--- config.mk ---
export PLATFORM = sky130hd
export DESIGN_NAME = i2c_txrx_fifo
export DESIGN_NICKNAME = d
export VERILOG_FILES = /design/src/rtl/i2c_txrx_fifo.sv
export SDC_FILE = /design/constraint.sdc
export NUM_CORES = 1
export LEC_CHECK = 0
export BUFFER_PORTS_ARGS = -buffer_cell sky130_fd_sc_hd__buf_4
export CORE_MARGIN = 4
export CORE_UTILIZATION = 64
export DETAILED_ROUTE_END_ITERATION = 6
export PLACE_DENSITY = 0.82
export SYNTH_ARGS = -nofsm -noshare
export SYNTH_HDL_FRONTEND = slang
export SYNTH_SLANG_ARGS = --single-unit
export TNS_END_PERCENT = 100
--- constraint.sdc ---
create_clock -name pclk -period 5.55 [get_ports pclk]
set_clock_uncertainty 0.15 [all_clocks]
set_input_delay 0.2775 -clock pclk [delete_from_list [all_inputs] [get_ports pclk]]
set_output_delay 0.2775 -clock pclk [all_outputs]
set_load 0.01 [all_outputs]
--- src/rtl/i2c_txrx_fifo.sv ---
// i2c_txrx_fifo: TX and RX byte FIFOs between the I2C APB registers and the protocol core.
// Optional per-FIFO flush inputs are enabled by defining I2C_FIFO_FLUSH_EN.
module i2c_txrx_fifo #(
    parameter int DW = 8,
    parameter int AW = 3
) (
    input  logic          pclk,
    input  logic          prst_n,
`ifdef I2C_FIFO_FLUSH_EN
    input  logic          txff_flush,
    input  logic          rxff_flush,
`endif
    input  logic          txff_wr,
    input  logic [DW-1:0] txff_wdata,
    output logic          txff_txnf,
    input  logic          txff_rd,
    output logic [DW-1:0] txff_rdata,
    output logic          txff_txne,
    input  logic          rxff_wr,
    input  logic [DW-1:0] rxff_wdata,
    output logic          rxff_rxnf,
    input  logic          rxff_rd,
    output logic [DW-1:0] rxff_data,
    output logic          rxff_rxne,
    output logic          rxff_ov
);
    localparam int          DEPTH   = 1 << AW;
    localparam logic [AW:0] PTR_ONE = (AW+1)'(1);

    logic [DW-1:0] tx_mem [DEPTH];
    logic [DW-1:0] rx_mem [DEPTH];

    logic [AW:0] tx_wr_q, tx_wr_d, tx_rd_q, tx_rd_d;
    logic [AW:0] rx_wr_q, rx_wr_d, rx_rd_q, rx_rd_d;
    logic        rx_ov_q, rx_ov_d;

    logic tx_empty, tx_full, tx_push, tx_pop, tx_flush;
    logic rx_empty, rx_full, rx_push, rx_pop, rx_flush;

`ifdef I2C_FIFO_FLUSH_EN
    assign tx_flush = txff_flush;
    assign rx_flush = rxff_flush;
`else
    assign tx_flush = 1'b0;
    assign rx_flush = 1'b0;
`endif

    // Full: same slot, opposite wrap bit.
    assign tx_empty = (tx_wr_q == tx_rd_q);
    assign tx_full  = (tx_wr_q[AW] != tx_rd_q[AW]) && (tx_wr_q[AW-1:0] == tx_rd_q[AW-1:0]);
    assign rx_empty = (rx_wr_q == rx_rd_q);
    assign rx_full  = (rx_wr_q[AW] != rx_rd_q[AW]) && (rx_wr_q[AW-1:0] == rx_rd_q[AW-1:0]);

    // A pop on a full FIFO frees the slot the concurrent push writes into.
    assign tx_pop  = txff_rd && !tx_empty && !tx_flush;
    assign tx_push = txff_wr && (!tx_full || tx_pop) && !tx_flush;
    assign rx_pop  = rxff_rd && !rx_empty && !rx_flush;
    assign rx_push = rxff_wr && (!rx_full || rx_pop) && !rx_flush;

    always_comb begin
        tx_wr_d = tx_wr_q;
        tx_rd_d = tx_rd_q;
        if (tx_flush) begin
            tx_wr_d = '0;
            tx_rd_d = '0;
        end else begin
            if (tx_push) tx_wr_d = tx_wr_q + PTR_ONE;
            if (tx_pop)  tx_rd_d = tx_rd_q + PTR_ONE;
        end
    end

    always_comb begin
        rx_wr_d = rx_wr_q;
        rx_rd_d = rx_rd_q;
        rx_ov_d = rx_ov_q;
        if (rx_flush) begin
            rx_wr_d = '0;
            rx_rd_d = '0;
            rx_ov_d = 1'b0;
        end else begin
            if (rx_push) rx_wr_d = rx_wr_q + PTR_ONE;
            if (rx_pop)  rx_rd_d = rx_rd_q + PTR_ONE;
            // Dropped byte sets the flag; set takes priority over the pop clear.
            if (rxff_wr && rx_full && !rx_pop) rx_ov_d = 1'b1;
            else if (rx_pop)                   rx_ov_d = 1'b0;
        end
    end

    always_ff @(posedge pclk or negedge prst_n) begin
        if (!prst_n) begin
            tx_wr_q <= '0;
            tx_rd_q <= '0;
            rx_wr_q <= '0;
            rx_rd_q <= '0;
            rx_ov_q <= 1'b0;
        end else begin
            tx_wr_q <= tx_wr_d;
            tx_rd_q <= tx_rd_d;
            rx_wr_q <= rx_wr_d;
            rx_rd_q <= rx_rd_d;
            rx_ov_q <= rx_ov_d;
        end
    end

    always_ff @(posedge pclk) begin
        if (tx_push) tx_mem[tx_wr_q[AW-1:0]] <= txff_wdata;
        if (rx_push) rx_mem[rx_wr_q[AW-1:0]] <= rxff_wdata;
    end

    assign txff_txnf  = !tx_full;
    assign txff_txne  = !tx_empty;
    assign txff_rdata = tx_empty ? '0 : tx_mem[tx_rd_q[AW-1:0]];
    assign rxff_rxnf  = !rx_full;
    assign rxff_rxne  = !rx_empty;
    assign rxff_data  = rx_empty ? '0 : rx_mem[rx_rd_q[AW-1:0]];
    assign rxff_ov    = rx_ov_q;

endmodule

==> results.cfg, run 1 <==
[synthesis]
synth_area_um2 = 6100
ys.flop_type = edfxtp_1
yosysSeqAreaShare = 0.700
synthCells = 323
yosys_warnings = 0
async_flop_share = 0.117
synth_edf_count = 128
avgSynthCellArea_um2 = 18.9
synth_cell_type_count = 44
synth_nets = 349
ys_seq_elements = 145

[global_routing]
grt_antenna_before_repair = 0
grt_first_pass_wirelength_mm = 20.1
grt_pass1_vias = 3540
grt_max_degree = 22
grt_usage = 0.251
grt-ovfl-total = 0

[detailed_routing]
totalWireLength_mm = 12.3
drc = 0
detail_route.wl_per_cell_um = 22.8
initialDrtViolationCount = 286
first_pass_iters = 5
ant_nets = 0
vias = 3288
viasPerCell = 6.09

[sta]
holdWs_ns = 0.382
rsz0062_at_grt = no
finalHoldViolCount = 0
tns_ns = 0
finalSetupViolCount = 0
fmax_mhz = 286
drv_slew = 0
tightest_slew_ns = 1.28
period_share = 0.629
period_minus_slack_ns = 3.49
max-slew-margin-rel = 0.142

[pwr]
p_leak_nw = 2.60
ir_worst_vdd_mv = 0.316
powerDensity_nw_per_um2 = 578

[cts]
postCtsSetupRepairBufs = 0
cts_max_level = 4
clockBufferDepth = 2
cts_tree = done
root_buffer = clkbuf_8
clock_sinks = 145
path_clk_slew_ns = 0.07
clkLatencyLatePin_ns = 0.53
numCtsBuffers = 17
cts_hold_buf = 25
cts_resized = 0

[placement]
placed_cells = 483
gp_congestion = 0.752
hpwl_mm = 6.99
portBuffers = 42

[final_layout]
instances_no_fill = 540
drive_gt1_frac = 0.326
fill_cells = 438
num_antenna_cells = 0
area_growth_pct = 20.8
final_nets = 424

[worst_hold_path]
holdPathStages = 2
worstHoldPathType = input port to register

[critical_path]
worst_r2r_path_depth = 5
crit_path_start_kind = register
path_class = register to primary output
cp.required_ns = 5.12
cp-end-kind = primary output
cp_max_fo = 21
r2r_slack_ns = 2.41
cp_data_arrival_time_ns = 3.06

[outcome]
status = completed

[die]
dieArea_um2 = 11200
initial_core_util = 0.660
rows = 35
ios = 43
die_x_um = 106
die_h_um = 106
core_um2 = 9240

[run]
maxCapViolations = 0
-- final timing paths --
| path | from | end |
|---|---|---|
| setup reg to reg | rx_rd_q[1] | rxff_ov |
| min in group asynchronous | prst_n | rx_rd_q[3] |
| max in group asynchronous | prst_n | rx_rd_q[0] |
| hold reg to reg | rx_rd_q[3] | rx_rd_q[3] |
| setup / recovery | rx_rd_q[1] | rxff_data[4] |
| hold / removal | rxff_wdata[2] | rx_mem[0][2] |
-- cells by family after synthesis --
| kind of cell | count (synthesis) | synth area share |
|---|---|---|
| buffers and inverters | 21 | 0.0224 |
| AOI/OAI and AO/OA | 14 | 0.0160 |
| and+or+nand+nor | 67 | 0.0581 |
| muxes | 53 | 0.154 |
| DFF | 145 | 0.700 |
| adders and majority gates | 4 | 0.00821 |
| xor gates and xnor gates | 19 | 0.0408 |
-- final cells by class --
cell class / instances / area [um^2] / share of cell area
repair buffers: 74 / 618 / 0.0839
inverters: 3 / 11.3 / 0.00153
well taps: 129 / 161 / 0.0219
multi-input cells: 157 / 1710 / 0.232
flip-flops and latches: 145 / 4270 / 0.580
clock buffers: 19 / 422 / 0.0572
clock inverters: 13 / 176 / 0.0240
-- sequential cells by signal (all words and copies together), names as in the netlist --
signal,flops
tx_wr_q,4
tx_rd_q,4
rx_rd_q,4
rxff_ov,1
rx_mem,64
rx_wr_q,4
tx_mem,64
-- through the flow --
stage / utilization / setup slack (ns) / total power [mW] / area, um^2
after floorplan: - / 3.08 / 2.61 / 6100
after global placement: 0.705 / 2.61 / 3.00 / 6510
after detailed placement: 0.705 / 2.45 / 3.06 / 6510
after CTS: 0.797 / 2.01 / 4.28 / 7360
after global routing: 0.797 / 1.82 / 4.48 / 7370
final: 0.797 / 2.06 / 4.26 / 7370
-- synthesized netlist by cell type (3+ instances only) --
| master | number | area, um^2 |
|---|---|---|
| mux4_2 | 32 | 721 |
| nand4_1 | 4 | 25.0 |
| xnor2_2 | 4 | 65.1 |
| buf_2 | 10 | 50.1 |
| edfxtp_1 | 128 | 3840 |
| mux2i_1 | 17 | 170 |
| nor4_1 | 3 | 18.8 |
| nand2b_1 | 3 | 18.8 |
| o21ai_1 | 3 | 15.0 |
| buf_6 | 5 | 56.3 |
| nor2_1 | 28 | 105 |
| nor3_1 | 7 | 35.0 |
| ha_1 | 4 | 50.1 |
| xor2_1 | 4 | 35.0 |
| nand2_1 | 9 | 33.8 |
| xnor2_1 | 7 | 61.3 |
| dfrtp_1 | 17 | 425 |
-- critical path, stage by stage, from the launching register on --
cell     delay [ns]
dfrtp_1        0.98
xor2_1         0.20
nor4_2         0.98
nor2_1         0.16
buf_4          0.21
-- routing by layer --
| layer | global-route usage | part of all wire |
|---|---|---|
| met4 | 0.0897 | 0.020 |
| met1 | 0.324 | 0.38 |
| met2 | 0.416 | 0.53 |
| met3 | 0.0661 | 0.068 |
| met5 | 0 | 0 |
-- cells in the final DEF (no fill, tap or decap), types with 3 or more instances in the layout --
| cell type | instances |
|---|---|
| inv_8 | 3 |
| nand2_1 | 9 |
| nor2_1 | 28 |
| ha_1 | 4 |
| dlygate4sd3_1 | 25 |
| mux4_2 | 32 |
| bufinv_16 | 3 |
| o21ai_1 | 3 |
| mux2i_1 | 17 |
| edfxtp_1 | 128 |
| dfrtp_1 | 17 |
| clkinvlp_4 | 3 |
| nand4_1 | 4 |
| xnor2_2 | 4 |
| xor2_1 | 4 |
| nor3_1 | 6 |
| buf_4 | 49 |
| inv_6 | 3 |
| xnor2_1 | 7 |
| clkbuf_16 | 16 |
| nand2b_1 | 3 |
-- power by group --
| group | switching (mW) | internal (mW) | total, mW | leakage, nW |
|---|---|---|---|---|
| clock | 0.465 | 0.697 | 1.16 | 0.283 |
| sequential | 0.260 | 1.40 | 1.66 | 1.37 |
| combinational | 0.696 | 0.741 | 1.44 | 0.949 |
| total | 1.42 | 2.84 | 4.26 | 2.60 |
No activity file was read; power rests on OpenSTA's default activity.
==> run 2, diff against run 1 <==
--- a/config.mk
+++ b/config.mk
@@ -7,9 +7,9 @@
 export LEC_CHECK = 0
 export BUFFER_PORTS_ARGS = -buffer_cell sky130_fd_sc_hd__buf_4
 export CORE_MARGIN = 4
-export CORE_UTILIZATION = 64
+export CORE_UTILIZATION = 60
 export DETAILED_ROUTE_END_ITERATION = 6
-export PLACE_DENSITY = 0.82
+export PLACE_DENSITY = 0.77
 export SYNTH_ARGS = -nofsm -noshare
 export SYNTH_HDL_FRONTEND = slang
 export SYNTH_SLANG_ARGS = --single-unit
==> constraint.sdc (replaced) <==
create_clock -name pclk -period 3.45 [get_ports pclk]
set_clock_uncertainty 0.15 [all_clocks]
set_input_delay 0.1725 -clock pclk [delete_from_list [all_inputs] [get_ports pclk]]
set_output_delay 0.1725 -clock pclk [all_outputs]
set_load 0.01 [all_outputs]
==> run 2 against run 1 <==
Compared with the run above:
- count of clock-buffer cells in the layout decreased by 2
- die area increased by 6.2%
- sequential cell count unchanged
- wire length decreased by 5.3%
- non-clock buffer count increased by 8
- cell area increased by 0.93%
- highest routed layer unchanged
- core utilization decreased by 4.0 points
- critical endpoint is now txff_rdata[2]
==> results.cfg, run 2 (same netlist as run 1, synthesis figures left out) <==
[outcome]
status = completed

[cts]
postCtsSetupRepairBufs = 0
clockBufferDepth = 2
root_buffer = clkbuf_8
path_clk_slew_ns = 0.06
cts_max_level = 4
clkLatencyLatePin_ns = 0.51
cts_hold_buf = 24
cts_tree = done
numCtsBuffers = 17
cts_resized = 0
clock_sinks = 145

[critical_path]
path_delay_family = multiplexers
critical_path_buf_inv_count = 2
cp_max_fo = 19
cp-end-kind = primary output
path_class = register to primary output
crit_path_start_kind = register
critPathSlowestCell = mux4_2
cp_data_arrival_time_ns = 2.28
path_cells = buf_4 -> mux4_2 -> mux2i_1 -> nor2_1 -> buf_4
cp.required_ns = 3.13
max_stage_delay_ns = 0.56
crit_top_cell = buf_4
r2r_slack_ns = 0.92

[sta]
drv_slew = 0
period_minus_slack_ns = 2.60
finalHoldViolCount = 0
fmax_mhz = 384
max-slew-margin-rel = 0.231
tightest_slew_ns = 1.15
rsz0062_at_grt = no
period_share = 0.754
tns_ns = 0
finalSetupViolCount = 0

[final_layout]
multiInputGateArea_um2 = 1710
instances_no_fill = 552
fill_cells = 585
drive_gt1_frac = 0.341
regArea_um2 = 4270
num_antenna_cells = 0
design_area_um2 = 7430
most-common-layout-cells = 128 x edfxtp_1, 58 x buf_4, 32 x mux4_2, 28 x nor2_1, 24 x dlygate4sd3_1
post-route-util = 0.757
final_common_cell = edfxtp_1
final_nets = 432
area_growth_pct = 22.0

[worst_hold_path]
worstHoldPathType = input port to register

[placement]
gp_congestion = 0.815
hpwl_mm = 7.17
placed_cells = 496
portBuffers = 42
placed_cell_area_um2 = 6590

[global_routing]
grt_antenna_before_repair = 0
grt_max_degree = 21
grt-ovfl-total = 0
grt_usage = 0.220
grt_pass1_vias = 3364
grt_first_pass_wirelength_mm = 18.7

[pwr]
p_total_mw = 6.82
powerDensity_nw_per_um2 = 918
ir_worst_vdd_mv = 0.590
p_leak_nw = 2.65

[die]
dieArea_um2 = 11800
initial_core_util = 0.621
rows = 36
ios = 43
die_x_um = 109
die_h_um = 109
core_um2 = 9820

[detailed_routing]
totalWireLength_mm = 11.7
initialDrtViolationCount = 256
viasPerCell = 5.81
vias = 3205
ant_nets = 0
detail_route.wl_per_cell_um = 21.1
drc = 0
first_pass_iters = 6

[run]
maxCapViolations = 0
run 2: changes by cell type in the layout (fill, tap and decap cells not counted), moves of 2 or more:
cell        delta
buf_4          +9
clkinv_2       +3
inv_8          -3
clkinvlp_4     -2
clkinv_1       +2
clkinv_4       +2
clkbuf_1       -2
run 2: final timing paths:
path	start	end	cells after the start
setup / recovery	tx_rd_q[0]	txff_rdata[2]	5
hold / removal	txff_wdata[3]	tx_mem[1][3]	2
setup reg to reg	rx_wr_q[2]	rx_mem[3][5]	4
hold reg to reg	rx_rd_q[3]	rx_rd_q[3]	1
max in group asynchronous	prst_n	rx_wr_q[3]	3
min in group asynchronous	prst_n	tx_wr_q[3]	3
run 2: cell type report:
type / count / area share
sequential: 145 / 0.574
clock inverter: 15 / 0.0254
timing repair buffer: 82 / 0.0909
multi-input combinational: 157 / 0.230
tap: 133 / 0.0224
inverter: 3 / 0.00151
clock buffer: 17 / 0.0557
run 2: stage by stage:
stage / hold WS (ns) / worst slack [ns]
floorplan: -0.273 / 0.980
global placement: -0.0983 / 1.07
detailed placement: -0.0966 / 0.968
CTS: 0.253 / 0.785
global route: 0.290 / 0.696
finish: 0.285 / 0.847
run 2: power by group:
| part | total [mW] | internal (mW) | switching (mW) |
|---|---|---|---|
| registers | 2.51 | 2.25 | 0.251 |
| logic | 2.48 | 1.23 | 1.25 |
| clock network | 1.84 | 1.17 | 0.672 |
run 2: metal layers:
layer | routed length, um | track usage | share of wire | up-vias
met5 | 0 | 0 | 0 | -
met4 | 134 | 0.0712 | 0.011 | 0
met3 | 652 | 0.0462 | 0.056 | 13
met2 | 5830 | 0.348 | 0.50 | 118
met1 | 5050 | 0.311 | 0.43 | 1629
li1 | - | - | - | 1445
run 2: worst reg2reg max path, stage by stage, from the launching register on:
cell and delay [ns]:
dfrtp_1 0.53, xnor2_2 0.23, nand4_2 0.16, nor2_1 0.13
nor4b_2 0.95
==> run 3, diff against run 2 <==
==> constraint.sdc (replaced) <==
create_clock -name pclk -period 2.4 [get_ports pclk]
set_clock_uncertainty 0.15 [all_clocks]
set_input_delay 0.12 -clock pclk [delete_from_list [all_inputs] [get_ports pclk]]
set_output_delay 0.12 -clock pclk [all_outputs]
set_load 0.01 [all_outputs]
==> run 3 against run 2 <==
Compared with the run above:
- sequential cell count stayed put
- core utilization grew 0.66 points
- count of clock-buffer cells in the layout grew 2
- register-to-register slack got worse by 0.83 ns
- first-iteration DRC count decreased by 9.4%
- cell count up 1.1%
- die area is the same
- worst hold slack got worse by 0.043 ns
- cell area is 0.88% higher
- power rose by 45%
- sequential share of layout area shrank 0.45 points
==> results.cfg, run 3 (same netlist as run 1, synthesis figures left out) <==
[outcome]
status = completed

[die]
die_h_um = 109
dieArea_um2 = 11800
initial_core_util = 0.621
die_x_um = 109
rows = 36
ios = 43
core_um2 = 9820

[global_routing]
grt_max_degree = 20
grt_usage = 0.225
grt_antenna_before_repair = 0
grt_first_pass_wirelength_mm = 19.0
grt-ovfl-total = 0
grt_pass1_vias = 3437

[sta]
drv_slew = 0
holdWs_ns = 0.242
max-slew-margin-rel = 0.460
tightest_slew_ns = 0.807
rsz0062_at_grt = yes
fmax_mhz = 424
finalSetupViolCount = 0
finalHoldViolCount = 0
period_share = 0.982
period_minus_slack_ns = 2.36

[cts]
clkLatencyLatePin_ns = 0.51
path_clk_slew_ns = 0.06
numCtsBuffers = 17
clock_sinks = 145
root_buffer = clkbuf_8
cts_max_level = 4
clockBufferDepth = 2
cts_tree = done

[final_layout]
drive_gt1_frac = 0.362
post-route-util = 0.764
area_growth_pct = 23.0
final_common_cell = edfxtp_1
final_nets = 439
num_antenna_cells = 0
most-common-layout-cells = 128 x edfxtp_1, 62 x buf_4, 32 x mux4_2, 28 x nor2_1, 24 x dlygate4sd3_1

[detailed_routing]
first_pass_iters = 4
vias = 3307
initialDrtViolationCount = 232
detail_route.wl_per_cell_um = 21.6
drc = 0
totalWireLength_mm = 12.0
viasPerCell = 5.93
ant_nets = 0

[placement]
hpwl_mm = 7.31
gp_congestion = 0.814
portBuffers = 42

[pwr]
p_total_mw = 9.92
ir_worst_vdd_mv = 0.942
powerDensity_nw_per_um2 = 1320
p_leak_nw = 2.67

[worst_hold_path]
worstHoldPathType = input port to register
holdPathStages = 2

[critical_path]
crit_path_start_kind = register
cp.required_ns = 2.13
worst_r2r_path_depth = 5
cp_data_arrival_time_ns = 2.09
cp_max_fo = 19
path_class = register to primary output
cp-end-kind = primary output

[run]
maxCapViolations = 0
## run 3: changes by cell type in the layout (fill, tap and decap cells not counted), moves of 2 or more
cell,previous run,this run
clkinv_2,3,1
mux2i_2,0,2
clkinv_1,3,0
clkinvlp_4,1,4
buf_12,0,2
dfrtp_2,0,3
buf_4,58,62
clkbuf_1,0,2
dfrtp_1,17,14
mux2i_1,17,15
## run 3: worst paths after layout
path,end,start,slack [ns]
min in group asynchronous,tx_wr_q[3],prst_n,0.62
worst max-delay path,txff_rdata[0],tx_rd_q[0],0.04
worst max register to register,tx_wr_q[1],tx_rd_q[3],0.09
worst min-delay path,tx_mem[4][4],txff_wdata[4],0.24
worst min register to register,rx_rd_q[3],rx_rd_q[3],0.41
max in group asynchronous,rx_wr_q[1],prst_n,0.93
## run 3: metrics by stage
step / worst slack (ns) / TNS (ns) / area (um^2) / instances
2_1_floorplan: -0.00422 / -0.0338 / 6100 / 323
3_3_place_gp: 0.345 / 0 / 6640 / 502
3_5_place_dp: 0.279 / 0 / 6640 / 502
4_1_cts: -0.00451 / -0.00451 / 7490 / 558
5_1_grt: -0.0663 / -0.332 / 7500 / 558
6_report: 0.0431 / 0 / 7500 / 558
## run 3: routing by layer
metal | up-vias | global-route usage | wire [um]
li1 | 1467 | - | -
met1 | 1744 | 0.303 | 5160
met2 | 78 | 0.372 | 6320
met3 | 18 | 0.0450 | 356
met4 | 0 | 0.0803 | 200
met5 | - | 0 | 0
## run 3: report_power, final
part | leakage [nW] | internal [mW] | switching [mW]
logic | 1.03 | 1.89 | 1.88
registers | 1.36 | 3.24 | 0.345
clock network | 0.271 | 1.58 | 0.980
total | 2.67 | 6.72 | 3.20
## run 3: repair_timing
action,CTS,global route
hold buffers,24,0
pin swaps,0,0
hold endpoints to repair,162,0
setup endpoints to repair,16,17
gates resized for setup,6,3
buffers inserted,1,0
## run 3: final cells by class
class | instances | area (um^2)
timing repair buffer | 89 | 757
tap | 133 | 166
sequential | 145 | 4270
fill | 559 | 2320
inverter | 3 | 11.3
clock buffer | 19 | 422
clock inverter | 12 | 160
multi-input combinational | 157 | 1710
## run 3: critical path, cell delays in order (launching register included)
cell and delay, ns:
dfrtp_2 0.43, buf_12 0.21, mux4_2 0.53, mux2i_2 0.19, nor2_1 0.06, buf_4 0.14
